`src/rtl/umips_lsu.sv`:
```
// umips_lsu: load/store unit between the umips execute stage and a word-addressed data RAM.
// Ports: clk_i/rst_ni clock and async active-low reset; req_i/ready_o request handshake with
// we_i, size_i, uns_i, addr_i, wdata_i; rdata_o/rvalid_o load result, done_o store commit,
// err_o rejected request; ram_we_o/ram_a_o/ram_wd_o/ram_rd_i RAM port (combinational read).
module umips_lsu #(
  parameter int ADDR_W = 14
) (
  input  logic        clk_i,
  input  logic        rst_ni,
  input  logic        req_i,
  output logic        ready_o,
  input  logic        we_i,
  input  logic [1:0]  size_i,
  input  logic        uns_i,
  input  logic [31:0] addr_i,
  input  logic [31:0] wdata_i,
  output logic [31:0] rdata_o,
  output logic        rvalid_o,
  output logic        done_o,
  output logic        err_o,
  output logic        ram_we_o,
  output logic [31:0] ram_a_o,
  output logic [31:0] ram_wd_o,
  input  logic [31:0] ram_rd_i
);
  typedef enum logic {IDLE, RMW_WR} state_e;
  state_e      state_q;
  logic [29:0] addr_q;
  logic [31:0] old_q, rdata_q;
  logic [15:0] wdata_q;
  logic [1:0]  lane_q;
  logic        half_q, rvalid_q, done_q, err_q;
  logic        rmw, acc, bad, ok, ld, word_st, sub_st;
  logic [7:0]  ld_b;
  logic [15:0] ld_h;
  logic [31:0] ld_val, mask, rep, merged;
  assign rmw     = state_q == RMW_WR;
  assign ready_o = !rmw;
  assign acc     = req_i && ready_o;
  assign bad     = size_i == 2'b11 || (size_i == 2'b01 && addr_i[0]) ||
                   (size_i == 2'b10 && |addr_i[1:0]) || |addr_i[31:ADDR_W];
  assign ok      = acc && !bad;
  assign ld      = ok && !we_i;
  assign word_st = ok && we_i && size_i == 2'b10;
  assign sub_st  = ok && we_i && size_i != 2'b10;
  assign ld_b    = ram_rd_i[{addr_i[1:0], 3'b000} +: 8];
  assign ld_h    = addr_i[1] ? ram_rd_i[31:16] : ram_rd_i[15:0];
  assign ld_val  = size_i == 2'b00 ? {{24{!uns_i && ld_b[7]}}, ld_b} :
                   size_i == 2'b01 ? {{16{!uns_i && ld_h[15]}}, ld_h} : ram_rd_i;
  // Only the target lanes take the new data; all other bits come from the captured old word.
  assign mask    = half_q ? 32'h0000_FFFF << {lane_q[1], 4'b0000} : 32'h0000_00FF << {lane_q, 3'b000};
  assign rep     = half_q ? {2{wdata_q}} : {4{wdata_q[7:0]}};
  assign merged  = (old_q & ~mask) | (rep & mask);
  // Gating with rst_ni drops the write the moment reset asserts, even mid-RMW.
  assign ram_we_o = rst_ni && (rmw || word_st);
  assign ram_a_o  = rmw ? {addr_q, 2'b00} : {addr_i[31:2], 2'b00};
  assign ram_wd_o = rmw ? merged : wdata_i;
  assign rdata_o  = rdata_q;
  assign rvalid_o = rvalid_q;
  assign done_o   = done_q;
  assign err_o    = err_q;
  always_ff @(posedge clk_i or negedge rst_ni) begin
    if (!rst_ni) begin
      state_q  <= IDLE;
      addr_q   <= '0;
      old_q    <= '0;
      wdata_q  <= '0;
      lane_q   <= '0;
      half_q   <= 1'b0;
      rdata_q  <= '0;
      rvalid_q <= 1'b0;
      done_q   <= 1'b0;
      err_q    <= 1'b0;
    end else begin
      state_q  <= sub_st ? RMW_WR : IDLE;
      rvalid_q <= ld;
      err_q    <= acc && bad;
      done_q   <= word_st || rmw;
      if (ld) rdata_q <= ld_val;
      if (sub_st) begin
        addr_q  <= addr_i[31:2];
        old_q   <= ram_rd_i;
        wdata_q <= wdata_i[15:0];
        lane_q  <= addr_i[1:0];
        half_q  <= size_i[0];
      end
    end
  end
endmodule

```
`config.mk`:
```
export PLATFORM = sky130hd
export DESIGN_NAME = umips_lsu
export DESIGN_NICKNAME = d
export VERILOG_FILES = /design/src/rtl/umips_lsu.sv
export SDC_FILE = /design/constraint.sdc
export NUM_CORES = 1
export LEC_CHECK = 0
export ABC_AREA = 1
export BUFFER_PORTS_ARGS = -buffer_cell sky130_fd_sc_hd__buf_4
export CAP_MARGIN = 20
export CORE_ASPECT_RATIO = 1.4
export CORE_MARGIN = 5
export CORE_UTILIZATION = 35
export CTS_CLUSTER_SIZE = 10
export DETAILED_ROUTE_END_ITERATION = 16
export GPL_ROUTABILITY_DRIVEN = 0
export GPL_TIMING_DRIVEN = 0
export PLACE_DENSITY = 0.57
export SLEW_MARGIN = 0
export SYNTH_ARGS = -nofsm -noshare
export SYNTH_HDL_FRONTEND = slang
export SYNTH_SLANG_ARGS = --single-unit
```
`constraint.sdc`:
```
create_clock -name clk_i -period 2.8 [get_ports clk_i]
set_input_delay 0 -clock clk_i [delete_from_list [all_inputs] [get_ports clk_i]]
set_output_delay 0 -clock clk_i [all_outputs]
set_load 0.05 [all_outputs]
```
# Word level (Yosys, flattened, before mapping)

Cells that the tools add are included.

Register bits: 117
Output and inout bits: 101

Equal/unequal tests: 4
Shifts and indexed selects: 3
Multiplexer cells: 8
Bitwise gates (word level): 4
Reduce and logical (&&, ||, !) cells: 23

Operator list:

| cell                                                                 | number |
|---|---|
| 32-bit two-way mux                                                   | 6 |
| 32-bit AND                                                           | 2 |
| 32-bit NOT                                                           | 1 |
| 32-bit OR                                                            | 1 |
| 32-bit by 6-bit indexed part select with 8-bit output                | 1 |
| 16-bit by 5-bit << shifter with 32-bit output (first input constant) | 1 |
| 8-bit by 5-bit << shifter with 32-bit output (first input constant)  | 1 |
| 18-bit OR reduction                                                  | 1 |
| 16-bit two-way mux                                                   | 1 |
| 1-bit logical AND                                                    | 12 |
| 2-bit == test (second input constant)                                | 2 |
| 1-bit logical NOT                                                    | 4 |
| 1-bit logical OR                                                     | 4 |
| 2-bit by 1-bit == test with 1-bit output (second input constant)     | 1 |
| 2-bit logical NOT                                                    | 1 |
| 2-bit != test (second input constant)                                | 1 |
| 2-bit OR reduction                                                   | 1 |
| 1-bit two-way mux                                                    | 1 |

# Logic depth before layout (Yosys ltp)

Gate-level depths: netlist (run 1).

Depth after elaboration: 11
Mapped depth: 10
Gate-level depth less buffers: 9

# Worst setup path after synthesis (run 1)

No wires, ideal clock.

Kind: register -> output
Start point: register state_q, in the netlist rmw
End point: output port ram_a_o[23]
Data arrival time: 1.975 ns
Data required time: 2.800 ns
Setup slack: 0.825 ns
Stages on the path, launching flop included: 5
Path through: dfrtp_1 clkbuf_1 clkbuf_1 clkbuf_1 o21ai_0

Longest elaborated chain between the ends: 1

Ends and longest elaborated chain:

| element                  | RTL line | source |
|---|---|---|
| start: declaration       | 27       | `state_e state_q;` |
| start signal: assignment | 75       | `state_q <= sub_st ? RMW_WR : IDLE;` |
| 32-bit two-way mux       | 56       | `assign ram_a_o = rmw ? {addr_q, 2'b00} : {addr_i[31:2], 2'b00};` |
| end: declaration         | 22       | `output logic [31:0] ram_a_o,` |

No other way between the ends.

# Worst setup path after layout (run 1)

Start point: register state_q, in the netlist rmw
End point: output port ram_wd_o[1]

Longest elaborated chain between the ends: 1

Ends and longest elaborated chain:

| element            | RTL line | source |
|---|---|---|
| 32-bit two-way mux | 57       | `assign ram_wd_o = rmw ? merged : wdata_i;` |
| end: declaration   | 23       | `output logic [31:0] ram_wd_o,` |

No other way between the ends.

==> metrics, run 1 <==
Register Area between 2000 and 3000 um^2; wire per inst between 15 and 20 um; RSZ-0062 raised after global routing no; Synth Cell Area 6510 um^2; Antenna Cells 0; NetSw roughly 1.2 mW; setup TNS 0 ns; Max Used Layer met4; Final Hold Vio Count 0; Final nets around 1300; crit path max fanout 10; Least-Margin Pin Slew between 0.5 and 0.6 ns; Most used DFF post-synth dfrtp_1; Clock Path Buffers 2; pre-CTS setup slack about 0.87 ns; Yosys reg bits between 100 and 150; vias in the first global route 7248; Remaining Overflow, GRT 0; CTS H-Tree Depth 4; biggest cell delay along the critical path about 0.41 ns; fmax around 420 MHz; Hold WC Path Type in -> reg; Syn Inst Count roughly 940; Critical Path RT 2.80 ns; outcome complete, no violations; antenna violations before repair 0; die area roughly 21000 um^2; # DRC 0; power share of the sequential group 0.357; pwr/cell area just under 500 nW/um^2; Ports ~200; Sw Ratio 0.259; Multi-input gate area 3010 um^2; Int Pwr around 3.5 mW; worst vdd ir 0.343 mV; Arr. time, crit path between 2 and 2.5 ns; Yosys cell types 26; Post-DP HPWL 18800 um; die width between 100 and 150 um; slowest cell on the critical path a21oi_1; number of synthesized flops with an enable pin 0; setup violators final 0; Site Rows between 50 and 60; vias roughly 7000; largest net degree at the start of global routing between 60 and 70; wl on met1 10200 um; root buf cell clkbuf_16; Starting Density 0.353; share of cells above drive strength 1 0.222; CTS Sinks 117; Avg Vias per Cell between 4 and 5; Die Height about 170 um; Ys Warns 0; FILL cells 1893; total wire length between 20000 and 25000 um; worst reg2reg path depth 7; area fraction of the dominant cell type after synthesis 0.449; Synth async-reset ratio 1.00; post_cts resized 0; Slew HR 0.605; clock skew just under 0.005 ns; drt pass-1 iters 5; Worst-Skew Late Latency around 0.41 ns; Max Slew Vio Count 0; post-route minimum period approximately 2.4 ns; top cell type by total area after synthesis dfrtp_1; most common cell in the synthesized netlist nand2_1; sequential area share after synthesis 0.449; initial DRC count about 430; Area Growth Syn to Fin 48.0%; metal3 WL ~1100 um; I/O Buffers 200; post-CTS setup buffer count 0; GRT Resource Usage Total 0.228; setup ws final between 0.4 and 0.5 ns; Area contributors post-synth dfrtp_1 (45%), nand2_1 (21%), o21ai_0 (6.1%); clock-pin slew of the registers on the worst-case setup and hold paths 0.06 ns; CP Class reg -> out; period utilization 0.850; CTS Buf Count 17; crit path cell chain clkbuf_1 -> clkinv_1 -> clkbuf_1 -> a21oi_1 -> a21oi_1 -> buf_4; first-pass GRT wire length slightly below 40000 um; CTS tree yes; CP Launch Type register; Lkg Pwr approximately 5.3 nW; met2 routed WL roughly 12000 um; top cells by count, synth nand2_1 (361), dfrtp_1 (117), nor2_1 (95); clock share of power 0.490; core region area between 15000 and 20000 um^2; Gate power share 0.153; Avg Cell Area, Syn between 6 and 7 um^2; Worst Setup End Kind output port; Hold Crit Depth 7; max-cap check violation count 0; Antenna Nets Post-Route 0
[power groups by stage]
| stage | Combinational (mW) | Sequential (mW) | Clock (mW) |
|---|---|---|---|
| after floorplan | 0.333 | 1.73 | 0 |
| after global placement | 0.643 | 1.72 | 0 |
| after detailed placement | 0.648 | 1.72 | 0 |
| after CTS | 0.725 | 1.69 | 2.37 |
| after global routing | 0.781 | 1.69 | 2.44 |
| final | 0.724 | 1.69 | 2.33 |
[per-layer routing]
metal / vias up / global-route usage
met5: - / 0
met4: 0 / 0.0910
met3: 47 / 0.0491
met2: 222 / 0.403
met1: 3196 / 0.272
li1: 3541 / -
[path summary, 6_finish.rpt]
| path | startpoint | end | slack (ns) |
|---|---|---|---|
| worst max-delay path | rmw | ram_wd_o[1] | 0.42 |
| worst min-delay path | addr_i[1] | rdata_o[15] | 0.10 |
| worst max register to register | rmw | old_q[11] | 1.08 |
| worst min register to register | addr_q[23] | addr_q[23] | 0.46 |
| max in group asynchronous | rst_ni | addr_q[5] | 1.98 |
| min in group asynchronous | rst_ni | rdata_o[3] | 0.12 |
[logic make-up after synthesis]
group | Yosys count | share of synthesized area
simple gates | 532 | 0.328
compound gates | 157 | 0.121
buf+inv | 122 | 0.0886
flops | 117 | 0.449
mux | 8 | 0.0123
other cells | 1 | 0.000576
[timing repair]
item	in CTS	in global routing
hold buffers	65	0
setup endpoints to repair	0	0
endpoints found under the hold margin	128	0
[final cells by class]
cell class	instances	area share
Buffer	58	0.0349
Clock buffer	21	0.0478
Clock inverter	11	0.0182
Inverter	64	0.0249
Multi-Input combinational cell	699	0.312
Sequential cell	117	0.304
Tap cell	244	0.0317
Timing Repair Buffer	266	0.226
[sequential cells by signal, summed over array words and instances (netlist names)]
name,cells
addr_q,30
done_o,1
err_o,1
half_q,1
lane_q,2
old_q,32
rdata_o,32
rmw,1
rvalid_o,1
wdata_q,16
[placed cells by master (no fill, tap or decap), drive strengths merged, types with 46 or more instances in the layout]
cell           n
a21oi         66
inv           63
nand3         67
clkbuf        46
dlygate4sd3   65
dfrtp        117
buf          234
o21ai         89
nand2        361
nor2          99
[worst max-delay path: cells and delay by family, from the launching register on]
kind	cells	cell delay, ns
AOI/OAI and AO/OA	2	0.54
buffers and inverters	4	1.11
DFF	1	0.31
[stage by stage]
step | utilization | cell area, um^2 | cells | hold slack [ns] | power (mW)
floorplan | - | 6520 | 938 | -0.296 | 2.06
global placement | 0.451 | 8320 | 1382 | 0.233 | 2.37
detailed placement | 0.453 | 8360 | 1383 | 0.00229 | 2.37
CTS | 0.522 | 9640 | 1480 | 0.0943 | 4.78
global route | 0.522 | 9640 | 1480 | 0.167 | 4.92
finish | 0.522 | 9640 | 1480 | 0.102 | 4.74
Note: power is estimated with default switching activity, not from simulation.
==> run 2: changes to the inputs <==
- CAP_MARGIN: 20 -> 10
- RECOVER_POWER: default -> 50
- clock period: 2.8 -> 2.4 ns (I/O delays scaled with it)
==> run 2 against run 1 <==
Effect of this change: die area unchanged; sequential power increased by 17%; clock skew about the same; worst setup slack got worse by 0.39 ns; combinational power increased by 16%; final area decreased by 1.7%; worst hold slack improved by 0.0014 ns; power increased by 17%; utilization decreased by 0.87 points; register-to-register slack got worse by 0.63 ns.
==> metrics, run 2 (synthesis gave the netlist of run 1 again) <==
worst vdd ir 0.398 mV (+16%); core region area 18500 um^2 (unchanged); pwr/cell area 583 nW/um^2 (+18%); Final Hold Vio Count 0 (unchanged); Critical Path RT 2.40 ns (-0.40 ns); Avg Vias per Cell 4.77 (+0.67%); Antenna Nets Post-Route 0 (unchanged); Final nets 1326 (unchanged); Post-DP Area 8360 um^2 (unchanged); max-cap check violation count 0 (unchanged); Hold WC Path Type in -> reg; clock share of power 0.491 (about the same); outcome complete, no violations; CTS H-Tree Depth 4 (unchanged); Arr. time, crit path 2.37 ns (about the same); WP depth 6 (unchanged); drt pass-1 iters 5 (unchanged); initial DRC count 432 (+0.23%); slowest cell on the critical path a21oi_1; I/O Buffers 200 (unchanged); CTS Buf Count 17 (unchanged); Site Rows 59 (unchanged); die width 125 um (unchanged); Worst Setup End Kind output port; period utilization 0.987; fmax 422 MHz; first-pass GRT wire length 38700 um (unchanged); biggest cell delay along the critical path 0.42 ns (about the same); reg-to-reg endpoint rdata_o[1]; Ports 204 (unchanged); root buf cell clkbuf_16; CP bufs+invs 4 (unchanged); R2R setup slack 0.45 ns (-0.63 ns); NetSw 1.43 mW (+16%); die area 21500 um^2 (unchanged); Worst-Skew Late Latency 0.41 ns (about the same); Design Power 5.52 mW (+17%); Starting Density 0.353 (unchanged); commonest non-fill, non-tap cells in the layout nand2_1 (361), buf_4 (166), dfrtp_1 (117); Max Slew Vio Count 0 (unchanged); Lkg Pwr 5.15 nW (-2.8%); Die Height 171 um (unchanged); Slew HR 0.0516 (-0.554); crit path max fanout 10 (unchanged); Area Growth Syn to Fin 45.6%; Antenna Cells 0 (unchanged); power share of the sequential group 0.358 (about the same); FILL cells 1937 (+2.3%); vias in the first global route 7248 (unchanged); worst reg2reg path depth 7 (unchanged); Remaining Overflow, GRT 0 (unchanged); total wire length 24400 um (+0.17%); commonest non-fill, non-tap cell in the layout nand2_1; RSZ-0062 raised after global routing yes; clock-pin slew of the registers on the worst-case setup and hold paths 0.06 ns (about the same); antenna violations before repair 0 (unchanged); setup TNS 0 ns (unchanged); post-route minimum period around 2.4 ns; # DRC 0 (unchanged); GRT Resource Usage Total 0.228 (unchanged); Worst Hold Path EP rdata_o[15]; CTS tree yes; Least-Margin Pin Slew 1.42 ns (+0.831 ns); CTS Sinks 117 (unchanged); CP Class reg -> out; clock skew 0.00439 ns (-0.000418 ns); largest net degree at the start of global routing 62 (unchanged); placed cells 1383 (unchanged); reg2reg start rmw; Clock Path Buffers 2 (unchanged); setup violators final 0 (unchanged); share of cells above drive strength 1 0.195 (-0.0275); vias 7053 (+0.67%); wire per inst 16.5 um (+0.17%); Layout Cells excl Fill 1480 (unchanged); Hold Crit Depth 7 (unchanged); Hold Crit Start addr_i[1]; delay-heaviest family, CP buffers and inverters; Post-DP HPWL 18800 um (unchanged); post-CTS setup buffer count 0 (unchanged); Sw Ratio 0.259 (about the same); crit path cell chain clkbuf_1 -> clkinvlp_4 -> clkbuf_1 -> a21oi_1 -> a21oi_1 -> buf_4; design area 9480 um^2 (-1.7%); CP Launch Type register; Gate power share 0.152 (about the same); Int Pwr 4.10 mW (+17%)
==> run 2: cell count changes in the layout (fill, tap and decap cells not counted), moves of 2 or more <==
cell        before  now
buf_4          202  166
clkbuf_1        26   59
clkbuf_2         1    6
buf_2           19   17
clkinvlp_4       2    4
==> run 2: power by group through the flow <==
stage / clock network (mW) / registers (mW) / logic, mW
detailed placement: 0 / 2.01 / 0.756
global route: 2.85 / 1.97 / 0.905
finish: 2.71 / 1.98 / 0.839
global placement: 0 / 2.01 / 0.751
CTS: 2.76 / 1.97 / 0.846
floorplan: 0 / 2.01 / 0.388
==> run 2: worst max path at each step <==
stage / endpoint / start / slack (ns)
after floorplan: ram_a_o[23] / rmw / 0.43
after global routing: ram_wd_o[3] / rmw / -0.04
after CTS: ram_wd_o[1] / rmw / 0.02
after global placement: ram_wd_o[7] / rmw / 0.44
final: ram_wd_o[3] / rmw / 0.03
after detailed placement: ram_wd_o[1] / rmw / 0.47
==> run 2: repair_timing <==
| item | 4_1_cts | 5_1_grt |
|---|---|---|
| endpoints found under the setup margin | 0 | 35 |
| resized for setup | 0 | 15 |
| hold buffers | 65 | 0 |
| hold endpoints to repair | 128 | 0 |
==> run 2: per-layer routing <==
| metal | routed length, um | track usage |
|---|---|---|
| met1 | 10100 | 0.272 |
| met2 | 12300 | 0.403 |
| met3 | 1220 | 0.0491 |
| met4 | 804 | 0.0910 |
| met5 | 0 | 0 |
==> run 2: per-stage QoR <==
stage	util	setup WS, ns	hold slack [ns]
after floorplan	-	0.425	-0.296
after global placement	0.451	0.445	0.233
after detailed placement	0.453	0.469	0.00229
after CTS	0.522	0.0178	0.0943
after global routing	0.514	-0.0447	0.165
final	0.514	0.0300	0.104
==> run 2: area by class of cell <==
cell class	count	area, um^2	area share
multi-input cells	699	3000	0.317
flip-flops and latches	117	2930	0.309
repair buffers	266	2030	0.214
clock buffers	21	460	0.0486
plain buffers	58	335	0.0354
well taps	244	305	0.0322
inverters	64	248	0.0261
clock inverters	11	175	0.0185
==> run 2: worst register-to-register path, stage by stage (launching register included) <==
cell and delay (ns):
dfrtp_1 0.35, clkbuf_1 0.20, nor2_2 0.24, nand3_1 0.25, inv_1 0.26, clkbuf_1 0.36
nand2_1 0.15, nand2_1 0.09
